### src/rtl/conv5x5_window_ctrl_pkg.sv
// Shared constants and FSM state type for the 5x5 convolution window sequencer.
package conv_pkg;
  localparam int unsigned KSIZE    = 5;
  localparam int unsigned NTAPS    = KSIZE * KSIZE;
  localparam int unsigned TAP_W    = 8;
  localparam int unsigned FILTER_W = NTAPS * TAP_W;

  typedef enum logic [1:0] {
    StIdle,
    StLoad,
    StStream,
    StDone
  } state_e;
endpackage

### src/rtl/conv5x5_window_ctrl_if.sv
// Filter-load and pixel-stream handshake bundle between source, sequencer and datapath.
interface conv5x5_window_ctrl_if #(
  parameter int unsigned IMG_W = 28
);
  localparam int unsigned COL_W = $clog2(IMG_W);

  logic             flt_valid;
  logic [7:0]       flt_data;
  logic             flt_ready;
  logic             pix_valid;
  logic             pix_ready;
  logic             out_ready;
  logic             shift_en;
  logic [COL_W-1:0] lb_addr;
  logic             win_valid;

  modport master (
    output flt_valid, flt_data, pix_valid, out_ready,
    input  flt_ready, pix_ready, shift_en, lb_addr, win_valid
  );

  modport slave (
    input  flt_valid, flt_data, pix_valid, out_ready,
    output flt_ready, pix_ready, shift_en, lb_addr, win_valid
  );
endinterface

### src/rtl/conv5x5_raster_cnt.sv
// Raster column/row counters with frame wrap, last-pixel and in-window flags.
module conv5x5_raster_cnt
  import conv_pkg::*;
#(
  parameter int unsigned IMG_W = 28,
  parameter int unsigned IMG_H = 28,
  parameter int unsigned COL_W = $clog2(IMG_W),
  parameter int unsigned ROW_W = $clog2(IMG_H)
) (
  input  logic             clk,
  input  logic             rst_n,
  input  logic             clr_i,
  input  logic             en_i,
  output logic [COL_W-1:0] col_o,
  output logic [ROW_W-1:0] row_o,
  output logic             last_o,
  output logic             in_win_o
);
  localparam logic [COL_W-1:0] ColLast = COL_W'(IMG_W - 1);
  localparam logic [ROW_W-1:0] RowLast = ROW_W'(IMG_H - 1);
  localparam logic [COL_W-1:0] ColWin  = COL_W'(KSIZE - 1);
  localparam logic [ROW_W-1:0] RowWin  = ROW_W'(KSIZE - 1);

  logic [COL_W-1:0] col_q, col_d;
  logic [ROW_W-1:0] row_q, row_d;

  always_comb begin
    col_d = col_q;
    row_d = row_q;
    if (clr_i) begin
      col_d = '0;
      row_d = '0;
    end else if (en_i) begin
      if (col_q == ColLast) begin
        col_d = '0;
        // Wrapping the row too leaves the counters clean for the next frame.
        row_d = (row_q == RowLast) ? '0 : row_q + ROW_W'(1);
      end else begin
        col_d = col_q + COL_W'(1);
      end
    end
  end

  always_ff @(posedge clk or negedge rst_n) begin
    if (!rst_n) begin
      col_q <= '0;
      row_q <= '0;
    end else begin
      col_q <= col_d;
      row_q <= row_d;
    end
  end

  assign col_o    = col_q;
  assign row_o    = row_q;
  assign last_o   = (col_q == ColLast) && (row_q == RowLast);
  assign in_win_o = (row_q >= RowWin) && (col_q >= ColWin);
endmodule

### src/rtl/conv5x5_window_ctrl.sv
// Sequencer for the 5x5 conv datapath: serial filter load, raster stream control, window flag.
module conv5x5_window_ctrl
  import conv_pkg::*;
#(
  parameter int unsigned IMG_W = 28,
  parameter int unsigned IMG_H = 28,
  parameter int unsigned COL_W = $clog2(IMG_W),
  parameter int unsigned ROW_W = $clog2(IMG_H)
) (
  input  logic                clk,
  input  logic                rst_n,
  input  logic                start_i,
  input  logic                load_filter_i,
  conv5x5_window_ctrl_if.slave bus,
  output logic [FILTER_W-1:0] filter_o,
  output logic                busy_o,
  output logic                done_o
);
  localparam int unsigned TapCntW = $clog2(NTAPS);
  localparam logic [TapCntW-1:0] LastTap = TapCntW'(NTAPS - 1);

  state_e               state_q, state_d;
  logic [TapCntW-1:0]   tap_cnt_q, tap_cnt_d;
  logic [FILTER_W-1:0]  filter_q, filter_d;
  logic                 win_valid_q, win_valid_d;
  logic                 pix_ready, accept, cnt_clr, last_pix, in_win;
  logic [COL_W-1:0]     col;
  logic [ROW_W-1:0]     row;

  assign pix_ready = (state_q == StStream) && bus.out_ready;
  assign accept    = pix_ready && bus.pix_valid;

  conv5x5_raster_cnt #(
    .IMG_W (IMG_W),
    .IMG_H (IMG_H),
    .COL_W (COL_W),
    .ROW_W (ROW_W)
  ) u_raster_cnt (
    .clk      (clk),
    .rst_n    (rst_n),
    .clr_i    (cnt_clr),
    .en_i     (accept),
    .col_o    (col),
    .row_o    (row),
    .last_o   (last_pix),
    .in_win_o (in_win)
  );

  always_comb begin
    state_d   = state_q;
    tap_cnt_d = tap_cnt_q;
    filter_d  = filter_q;
    cnt_clr   = 1'b0;
    unique case (state_q)
      StIdle: begin
        if (start_i) begin
          if (load_filter_i) begin
            state_d   = StLoad;
            tap_cnt_d = '0;
          end else begin
            state_d = StStream;
            cnt_clr = 1'b1;
          end
        end
      end
      StLoad: begin
        if (bus.flt_valid) begin
          filter_d[TAP_W*tap_cnt_q +: TAP_W] = bus.flt_data;
          if (tap_cnt_q == LastTap) begin
            state_d   = StStream;
            tap_cnt_d = '0;
            cnt_clr   = 1'b1;
          end else begin
            tap_cnt_d = tap_cnt_q + TapCntW'(1);
          end
        end
      end
      StStream: begin
        if (accept && last_pix) state_d = StDone;
      end
      StDone:   state_d = StIdle;
      default:  state_d = StIdle;
    endcase
  end

  // Window flag follows only the accept of this cycle, so it drops on any stall.
  assign win_valid_d = accept && in_win;

  always_ff @(posedge clk or negedge rst_n) begin
    if (!rst_n) begin
      state_q     <= StIdle;
      tap_cnt_q   <= '0;
      filter_q    <= '0;
      win_valid_q <= 1'b0;
    end else begin
      state_q     <= state_d;
      tap_cnt_q   <= tap_cnt_d;
      filter_q    <= filter_d;
      win_valid_q <= win_valid_d;
    end
  end

  assign bus.flt_ready = (state_q == StLoad);
  assign bus.pix_ready = pix_ready;
  assign bus.shift_en  = accept;
  assign bus.lb_addr   = col;
  assign bus.win_valid = win_valid_q;
  assign filter_o      = filter_q;
  assign busy_o        = (state_q != StIdle);
  assign done_o        = (state_q == StDone);
endmodule
### src/flat_wrapper.sv
// flat-port wrapper written by rule: the top's interface ports become plain ports
module conv5x5_window_ctrl_flat import conv_pkg::*;
#(
  parameter int unsigned IMG_W = 28,
  parameter int unsigned IMG_H = 28,
  parameter int unsigned COL_W = $clog2(IMG_W),
  parameter int unsigned ROW_W = $clog2(IMG_H)
)
  (clk, rst_n, start_i, load_filter_i, filter_o, busy_o, done_o, bus_flt_valid, bus_flt_data, bus_pix_valid, bus_out_ready, bus_flt_ready, bus_pix_ready, bus_shift_en, bus_lb_addr, bus_win_valid);
  conv5x5_window_ctrl_if #(.IMG_W(IMG_W)) bus_i ();
  input  logic clk;
  input  logic rst_n;
  input  logic start_i;
  input  logic load_filter_i;
  output logic [FILTER_W-1:0] filter_o;
  output logic busy_o;
  output logic done_o;
  input wire logic [$bits(bus_i.flt_valid)-1:0] bus_flt_valid;
  input wire logic [$bits(bus_i.flt_data)-1:0] bus_flt_data;
  input wire logic [$bits(bus_i.pix_valid)-1:0] bus_pix_valid;
  input wire logic [$bits(bus_i.out_ready)-1:0] bus_out_ready;
  output wire logic [$bits(bus_i.flt_ready)-1:0] bus_flt_ready;
  output wire logic [$bits(bus_i.pix_ready)-1:0] bus_pix_ready;
  output wire logic [$bits(bus_i.shift_en)-1:0] bus_shift_en;
  output wire logic [$bits(bus_i.lb_addr)-1:0] bus_lb_addr;
  output wire logic [$bits(bus_i.win_valid)-1:0] bus_win_valid;
  assign bus_i.flt_valid = bus_flt_valid;
  assign bus_i.flt_data = bus_flt_data;
  assign bus_i.pix_valid = bus_pix_valid;
  assign bus_i.out_ready = bus_out_ready;
  assign bus_flt_ready = bus_i.flt_ready;
  assign bus_pix_ready = bus_i.pix_ready;
  assign bus_shift_en = bus_i.shift_en;
  assign bus_lb_addr = bus_i.lb_addr;
  assign bus_win_valid = bus_i.win_valid;
  conv5x5_window_ctrl #(.IMG_W(IMG_W), .IMG_H(IMG_H), .COL_W(COL_W), .ROW_W(ROW_W)) u_core (.clk(clk), .rst_n(rst_n), .start_i(start_i), .load_filter_i(load_filter_i), .bus(bus_i), .filter_o(filter_o), .busy_o(busy_o), .done_o(done_o));
endmodule
### config.mk
export PLATFORM = sky130hd
export DESIGN_NAME = conv5x5_window_ctrl_flat
export DESIGN_NICKNAME = d
export VERILOG_FILES = /design/src/rtl/conv5x5_window_ctrl_pkg.sv /design/src/rtl/conv5x5_window_ctrl_if.sv /design/src/rtl/conv5x5_raster_cnt.sv /design/src/rtl/conv5x5_window_ctrl.sv /design/src/flat_wrapper.sv
export SDC_FILE = /design/constraint.sdc
export NUM_CORES = 1
export LEC_CHECK = 0
export ABC_CLOCK_PERIOD_IN_PS = 3970
export CAP_MARGIN = 20
export CORE_ASPECT_RATIO = 0.75
export CORE_MARGIN = 10
export CORE_UTILIZATION = 51
export CTS_BUF_LIST = sky130_fd_sc_hd__clkbuf_16
export DETAILED_ROUTE_END_ITERATION = 8
export GPL_TIMING_DRIVEN = 1
export PLACE_DENSITY = 0.83
export REMOVE_ABC_BUFFERS = 1
export SYNTH_ARGS = -nofsm -noshare
export SYNTH_HDL_FRONTEND = slang
export SYNTH_SLANG_ARGS = --single-unit
### constraint.sdc
create_clock -name clk -period 3.97 [get_ports clk]
set_input_delay 0.794 -clock clk [delete_from_list [all_inputs] [get_ports clk]]
set_output_delay 0.794 -clock clk [all_outputs]
set_load 0.01 [all_outputs]
### Word level (Yosys, flattened, before mapping)

Index checks and enable logic that the tools add are counted.

* register bits: 218
* word-level logic and storage cells: 64
* bits of input ports: 15

* equal/unequal tests: 11
* add/subtract/negate cells: 4
* order comparisons: 2
* reductions and logical operators: 15
* muxes and demuxes: 24
* shifts and indexed selects: 2

Operator list (count)
* $bwmux W200: 1
* $shift A8 B34 Y200 const A: 1
* $shiftx A8 B34 Y200: 1
* $mux W5: 11
* $neg A8 Y34: 1
* $add A5 B1 Y5 const B: 3
* $eq A5 B5 Y1 const B: 3
* $ge A5 B3 Y1 const B: 2
* $mux W2: 5
* $pmux W5 S2: 1
* $ne A2 B2 Y1 const B: 4
* $pmux W2 S4: 1
* $reduce_and A4 Y1: 2
* $reduce_bool A2 Y1: 4
* $logic_and A1 B1 Y1: 6
* $eq A2 B2 Y1 const B: 2
* $mux W1: 4
* $reduce_and A2 Y1: 2
* $eq A2 B1 Y1 const B: 1
* $logic_not A2 Y1: 1
* $ne A2 B1 Y1 const B: 1
* $pmux W1 S2: 1

### Longest topological paths before layout

Gate-level depths: netlist of the first run.

* depth after elaboration: 6
* gate-level depth with buffers: 14
* depth with buffers taken out: 9

### By module

From an unflattened synthesis of the first run, not the netlist that was laid out.

* cell total of the unflattened synthesis: 868
* area, all modules: 9963.3 sq um

By module, submodules not included
* conv5x5_window_ctrl: seq. area each 5205.0 sq um, area an instance 9359.0 sq um, instances 1, cells an instance 802
* conv5x5_raster_cnt: seq. area each 250.2 sq um, area an instance 604.3 sq um, instances 1, cells an instance 66

### Worst setup path before layout of the first run

OpenSTA, ideal clock, no wires.

* kind: register -> register
* from: register u_core.tap_cnt_q[0]
* to: register u_core.filter_q[2] (netlist: u_core.filter_o[2])
* setup slack: 0.601 ns
* stages on the path, launching flop included: 14
* data arrival time: 3.244 ns
* data required time: 3.845 ns
* path buffers: 5
* library setup time: 0.125 ns
* period minus slack after synthesis: 3.369 ns
* cells stage by stage: dfrtp_1 buf_2 clkbuf_1 inv_1 ha_1 buf_2 nor2b_1 nor2b_1 ha_1 or2_2 clkbuf_1 buf_1 nor4_4 mux2_2

* longest elaborated chain between the ends: 3
* elaborated cells on any way between the ends: 4

Ends and longest elaborated chain
* start, declared: RTL line conv5x5_window_ctrl.sv:23 `logic [TapCntW-1:0] tap_cnt_q, tap_cnt_d;`
* start signal, assigned: RTL line conv5x5_window_ctrl.sv:97 `tap_cnt_q <= tap_cnt_d;`
* $neg A8 Y34 (*): RTL line conv5x5_window_ctrl.sv:68 `filter_d[TAP_W*tap_cnt_q +: TAP_W] = bus.flt_data;`
* $shiftx A8 B34 Y200 / $shift A8 B34 Y200 (equally long branches): RTL line conv5x5_window_ctrl.sv:68
* $bwmux W200 (*): RTL line conv5x5_window_ctrl.sv:68
* end signal, assigned: RTL line conv5x5_window_ctrl.sv:98 `filter_q <= filter_d;`
* end, declared: RTL line conv5x5_window_ctrl.sv:24 `logic [FILTER_W-1:0] filter_q, filter_d;`

Every way passes the cells marked *; elsewhere a longest branch is shown, timed or not.
A chain may end at the register's enable or synchronous reset.

### Final worst setup path of the first run

* from: register u_core.tap_cnt_q[1]
* to: register u_core.filter_q[83] (netlist: u_core.filter_o[83])

Same word-level chain as after synthesis.

==> flow_metrics.env, run 1 <==
export IMPL_worstMarginPinSlew_ns=1.08
export IMPL_start_util=0.521
export IMPL_reg2reg_setup_slack_ns=0.37
export IMPL_p_sw_frac=0.344
export IMPL_fin_skew_ns=0.00768
export IMPL_post_cts_resized=0
export IMPL_synthTopCellsByCount="218 x dfrtp_1, 118 x mux2_2, 58 x nor2_1"
export IMPL_syn_inst=914
export IMPL_layout_nets=1133
export IMPL_period_share=0.908
export IMPL_drcViolationCount=0
export IMPL_hold_path_class="in -> async"
export IMPL_synth_xor_area_share=0.00260
export IMPL_yosysSeqAreaShare=0.541
export IMPL_wl_met3_um=3500
export IMPL_arrival_ns=4.00
export IMPL_io_pins=226
export IMPL_power_net_switching_w=0.00212
export IMPL_dpl_hpwl_um=22800
export IMPL_outcome="complete, no violations"
export IMPL_synth_avg_cell_area_um2=11.0
export IMPL_clockBufferDepth=3
export IMPL_rsz0062_at_grt="no"
export IMPL_max_freq_mhz=277
export IMPL_ys_flop_type="dfrtp_1"
export IMPL_async_flop_share=1.00
export IMPL_drtPass1Iterations=5
export IMPL_power_leakage_nw=6.01
export IMPL_final_setup_tns_ns=0
export IMPL_synth_area_um2=10100
export IMPL_portBuffers=225
export IMPL_gp_congestion=0.879
export IMPL_yosys_area_top_type_share=0.541
export IMPL_cts_buffers=22
export IMPL_synth_most_common_cell="dfrtp_1"
export IMPL_p_comb_frac=0.269
export IMPL_crit_chain="inv_1, ha_1, nor2b_1, nor2b_1, ha_1, nand3_1, buf_4, a21oi_2, nand4_1, mux2_2"
export IMPL_ant_nets=0
export IMPL_power_total_w=0.00616
export IMPL_fill_cells=1449
export IMPL_ys_ff_latch=218
export IMPL_cp_max_fo=36
export IMPL_coreArea_um2=19400
export IMPL_cts_htree_levels=1
export IMPL_syn2layout_area_growth_pct=31.7
export IMPL_finalHoldViolations=0
export IMPL_antenna_found_initial=0
export IMPL_yosys_area_share_simple=0.136
export IMPL_clkSlewWorstSetupHoldPaths_ns=0.06
export IMPL_grt_usage=0.244
export IMPL_drive_gt1_frac=0.161
export IMPL_grt_pass1_wl_um=50800
export IMPL_design_area_um2=13300
export IMPL_cts_root_buf="clkbuf_16"
export IMPL_synth_edf_count=0
export IMPL_cts_tree="built"
export IMPL_powerDensity_nw_per_um2=464
export IMPL_pwr_share_clk=0.349
export IMPL_drv_slew=0
export IMPL_grt_max_degree=116
export IMPL_layout_setup_ws_ns=0.366
export IMPL_worst_hold_slack_ns=0.333
export IMPL_regToRegStartpoint="u_core.tap_cnt_q[1]"
export IMPL_diodes=0
export IMPL_place_area_um2=12500
export IMPL_routed_wl_um=32600
export IMPL_grt_pass1_vias=8557
export IMPL_cts_setup_buffers=0
export IMPL_insertion_delay_ns=0.51
export IMPL_p_seq_frac=0.382
export IMPL_synth_top_family_by_area="multiplexers"
export IMPL_r2r_cells=10
export IMPL_vias_per_cell=6.15
export IMPL_place_ws_ns=0.473
export IMPL_synth_cell_types=52
export IMPL_drt_iter0_markers=915
export IMPL_fp_dieArea_um2=25900
export IMPL_wl_met1_um=13700
export IMPL_path_class="reg -> reg"
export IMPL_clock_sinks=218
export IMPL_die_x_um=182
export IMPL_yosysWarningCount=0
export IMPL_wire_per_inst_um=23.7
export IMPL_synth_mux_area_frac=0.146
export IMPL_synth_area_leaders="dfrtp_1 54%, mux2_2 13%, o31ai_1 3.7%"
export IMPL_start_kind="flop"
export IMPL_top_layer="met4"
export IMPL_r2r_end="u_core.filter_o[83]"
export IMPL_vdd_drop_max_v=0.000355
export IMPL_slew_headroom=0.277
export IMPL_grt_overflow_total=0
export IMPL_fin_crit_ns=3.60
export IMPL_wl_met2_um=14600
export IMPL_endpoint_kind="flop"
export IMPL_required_ns=4.36
export IMPL_cts_hold_buf=0
export IMPL_drv_cap=0
export IMPL_crit_path_max_incr_delay_ns=0.56
export IMPL_yosys_area_top_type="dfrtp_1"
export IMPL_vias=8463
export IMPL_p_int_w=0.00404
export IMPL_synthAdderAreaFrac=0.0136
export IMPL_synth_compound_area_share=0.122
export IMPL_rows=44
export IMPL_finalSetupViolCount=0
export IMPL_chipHeight_um=142
export IMPL_crit_slowest_cell="dfrtp_1"
## cell usage in the layout (no fill, tap or decap), types with 3 or more instances in the layout
master             n
a21o_1            26
a21oi_1           48
a22oi_1            3
and2_1             4
and3_1            10
buf_4             18
bufinv_16          4
clkbuf_16         22
clkdlybuf4s50_1  224
clkinv_1           6
clkinv_2           3
dfrtp_1          218
ha_1              11
inv_1             24
mux2_1             4
mux2_2           118
mux2i_1           10
nand2_1           41
nand2b_1           4
nand3_1           33
nand4_1           24
nand4b_1           4
nor2_1            58
nor2b_1            6
nor3_1             9
nor4_1            26
o21ai_0           53
o31ai_1           50
or2_2              4
or3_1             12
or4_1              4
or4b_1             3
## routing by layer
layer,track usage,up-vias
met1,0.333,4247
met5,0,-
met4,0.0607,0
met3,0.0742,64
li1,-,3717
met2,0.372,435
## through the flow
step,instances,utilization
3_5_place_dp,1336,0.648
5_1_grt,1375,0.686
2_1_floorplan,838,-
3_3_place_gp,1336,0.648
6_report,1375,0.686
4_1_cts,1375,0.686
## kinds of logic (layout without fill, tap and decap cells)
group                    Yosys count  after routing
AO/OA/AOI/OAI                    197            197
XOR/XNOR                           3              3
adder cells (fa/ha/maj)           11             11
buffers and inverters             97            305
flip-flops                       218            218
multiplexers                     132            132
AND/OR/NAND/NOR                  256            256
## worst max-delay path by stage
stage                        start                   end  slack [ns]  cells after the start
4_1_cts        u_core.tap_cnt_q[1]  u_core.filter_o[134]        0.41                     10
6_report       u_core.tap_cnt_q[1]   u_core.filter_o[83]        0.37                     10
5_1_grt        u_core.tap_cnt_q[1]  u_core.filter_o[134]        0.13                     10
2_1_floorplan  u_core.tap_cnt_q[0]  u_core.filter_o[106]       -0.23                      9
3_5_place_dp   u_core.tap_cnt_q[1]  u_core.filter_o[134]        0.47                     10
3_3_place_gp   u_core.tap_cnt_q[1]   u_core.filter_o[81]        0.63                     10
## power by group through the flow
| stage | sequential, W | combinational [W] | clock, W |
|---|---|---|---|
| after floorplan | 0.00242 | 0.000857 | 0 |
| after global placement | 0.00239 | 0.00159 | 0 |
| after detailed placement | 0.00239 | 0.00161 | 0 |
| after CTS | 0.00235 | 0.00163 | 0.00217 |
| after global routing | 0.00237 | 0.00178 | 0.00227 |
| final | 0.00235 | 0.00166 | 0.00215 |
## state kept, by name, indices dropped and copies added, names as in the netlist
name and cells:
u_core.bus.win_valid 1, u_core.state_q 2, u_core.u_raster_cnt.row_o 5, u_core.u_raster_cnt.col_o 5
u_core.filter_o 200, u_core.tap_cnt_q 5
## area by class of cell
class,count,area [µm²],share of cell area
sequential,218,5460,0.411
multi-input combinational,599,4270,0.321
timing repair buffer,245,2430,0.183
clock buffer,22,551,0.0414
tap,253,317,0.0238
clock inverter,17,185,0.0139
inverter,21,78.8,0.00593
## worst max-delay path: cells and delay by family, from the launching register on
kind,cells,cell delay (ns)
compound gates,1,0.39
fa+ha+maj,2,0.73
buf+inv,2,0.36
flops,1,0.56
mux,1,0.46
simple gates,4,0.97
Power figures use the tool's default switching activity.
==> inputs of run 2 (changes only) <==
--- a/config.mk
+++ b/config.mk
@@ -7,7 +7,6 @@
 export LEC_CHECK = 0
 export ABC_CLOCK_PERIOD_IN_PS = 3970
 export CAP_MARGIN = 20
-export CORE_ASPECT_RATIO = 0.75
 export CORE_MARGIN = 10
 export CORE_UTILIZATION = 51
 export CTS_BUF_LIST = sky130_fd_sc_hd__clkbuf_16
==> run 2 against run 1 <==
Compared with the run above: clock power fell by 9.3%; fmax rose by 1.3%; clock skew rose by 0.012 ns; cell area fell by 0.41%; critical path depth fell by 1; largest cell class unchanged; largest power group unchanged.
==> flow_metrics.env, run 2 (synthesized netlist as in run 1, its figures left out) <==
export IMPL_outcome="complete, no violations"
export IMPL_largest_register_ffs=200
export IMPL_grt_max_degree=111
export IMPL_cp_max_fo=31
export IMPL_pwr_share_clk=0.327
export IMPL_grt_pass1_wl_um=49700
export IMPL_clockBufferDepth=3
export IMPL_crit_slowest_cell="or4_1"
export IMPL_p_seq_frac=0.398
export IMPL_fin_crit_ns=3.56
export IMPL_endpoint_kind="flop"
export IMPL_reg2reg_setup_slack_ns=0.41
export IMPL_grt_overflow_total=0
export IMPL_drive_gt1_frac=0.160
export IMPL_cts_tree="built"
export IMPL_io_pins=226
export IMPL_rows=51
export IMPL_critical_path_startpoint="u_core.tap_cnt_q[1]"
export IMPL_power_leakage_nw=6.00
export IMPL_insertion_delay_ns=0.51
export IMPL_antenna_found_initial=0
export IMPL_post_cts_resized=0
export IMPL_fin_skew_ns=0.0201
export IMPL_period_share=0.896
export IMPL_worst_path_stages=9
export IMPL_final_cell_mix="224 x clkdlybuf4s50_1, 218 x dfrtp_1, 118 x mux2_2"
export IMPL_finalSetupViolCount=0
export IMPL_place_area_um2=12600
export IMPL_fp_dieArea_um2=25800
export IMPL_path_class="reg -> reg"
export IMPL_clkSlewWorstSetupHoldPaths_ns=0.06
export IMPL_crit_chain="inv_1, ha_1, nor2b_1, nor2b_1, ha_1, nand3_1, buf_4, or4_1, mux2_2"
export IMPL_finalHoldViolations=0
export IMPL_coreArea_um2=19500
export IMPL_drv_slew=0
export IMPL_design_area_um2=13200
export IMPL_cts_root_buf="clkbuf_16"
export IMPL_grt_pass1_vias=8509
export IMPL_powerDensity_nw_per_um2=449
export IMPL_syn2layout_area_growth_pct=31.1
export IMPL_rsz0062_at_grt="no"
export IMPL_cts_hold_buf=0
export IMPL_p_int_w=0.00388
export IMPL_p_comb_frac=0.275
export IMPL_crit_end="u_core.filter_o[50]"
export IMPL_vdd_drop_max_v=0.000332
export IMPL_max_freq_mhz=281
export IMPL_slew_headroom=0.370
export IMPL_clock_sinks=218
export IMPL_cpLargestDelayFamily="simple AND/OR/NAND/NOR gates"
export IMPL_gp_congestion=0.912
export IMPL_cts_htree_levels=1
export IMPL_start_kind="flop"
export IMPL_crit_buf_inv=2
export IMPL_worstMarginPinSlew_ns=0.943
export IMPL_dpl_hpwl_um=22200
export IMPL_diodes=0
export IMPL_arrival_ns=3.95
export IMPL_drcViolationCount=0
export IMPL_r2r_end="u_core.filter_o[50]"
export IMPL_vias_per_cell=6.02
export IMPL_drv_cap=0
export IMPL_wire_per_inst_um=22.9
export IMPL_layoutNonFillerInstCount=1387
export IMPL_die_x_um=161
export IMPL_layout_nets=1134
export IMPL_ant_nets=0
export IMPL_chipHeight_um=161
export IMPL_cts_buffers=22
export IMPL_hold_path_class="in -> async"
export IMPL_cts_setup_buffers=0
export IMPL_final_setup_tns_ns=0
export IMPL_dpl_cell_count=1348
export IMPL_drt_iter0_markers=762
export IMPL_final_common_cell="clkdlybuf4s50_1"
export IMPL_p_sw_frac=0.348
export IMPL_drtPass1Iterations=5
export IMPL_crit_path_max_incr_delay_ns=0.74
export IMPL_start_util=0.518
export IMPL_routed_wl_um=31800
export IMPL_r2r_cells=9
export IMPL_required_ns=4.36
export IMPL_power_net_switching_w=0.00207
export IMPL_grt_usage=0.237
export IMPL_vias=8356
export IMPL_regToRegStartpoint="u_core.tap_cnt_q[1]"
export IMPL_portBuffers=225
run 2: cell types whose count changed in the layout (fill, tap and decap cells not counted), sizes merged:
cell and delta:
inv +4, bufinv -3, clkinv -3, buf +1
clkbuf +1
run 2: layout make-up:
| type | instances | area, µm² |
|---|---|---|
| well taps | 265 | 332 |
| inverters | 21 | 78.8 |
| multi-input cells | 599 | 4270 |
| flip-flops and latches | 218 | 5460 |
| fillers | 1451 | 6230 |
| clock buffers | 23 | 576 |
| clock inverters | 15 | 87.6 |
| repair buffers | 246 | 2430 |
run 2: routing by layer:
metal,track usage,up-vias,share of wire
li1,-,3718,-
met1,0.299,4127,0.40
met2,0.383,430,0.48
met3,0.0621,81,0.089
met4,0.0902,0,0.038
met5,0,-,0
run 2: through the flow:
stage | power (W) | hold slack (ns) | util | setup slack [ns]
2_1_floorplan | 0.00327 | 0.498 | - | -0.227
3_3_place_gp | 0.00395 | 0.463 | 0.645 | 0.550
4_1_cts | 0.00593 | 0.386 | 0.679 | 0.455
3_5_place_dp | 0.00399 | 0.470 | 0.645 | 0.474
5_1_grt | 0.00618 | 0.404 | 0.680 | 0.244
6_report | 0.00594 | 0.329 | 0.680 | 0.411
run 2: worst min-delay path by stage:
stage | start | to | cells after the start
after floorplan | rst_n | u_core.bus.win_valid | 0
after global placement | u_core.filter_o[138] | u_core.filter_o[138] | 1
after detailed placement | u_core.filter_o[187] | u_core.filter_o[187] | 1
after CTS | rst_n | u_core.filter_o[32] | 1
after global routing | rst_n | u_core.filter_o[37] | 1
final | rst_n | u_core.filter_o[37] | 1
run 2: power groups by stage:
stage / clock network [W] / registers [W] / logic [W]
2_1_floorplan: 0 / 0.00242 / 0.000857
3_3_place_gp: 0 / 0.00240 / 0.00155
3_5_place_dp: 0 / 0.00240 / 0.00158
4_1_cts: 0.00197 / 0.00236 / 0.00160
5_1_grt: 0.00206 / 0.00237 / 0.00175
6_report: 0.00195 / 0.00236 / 0.00163
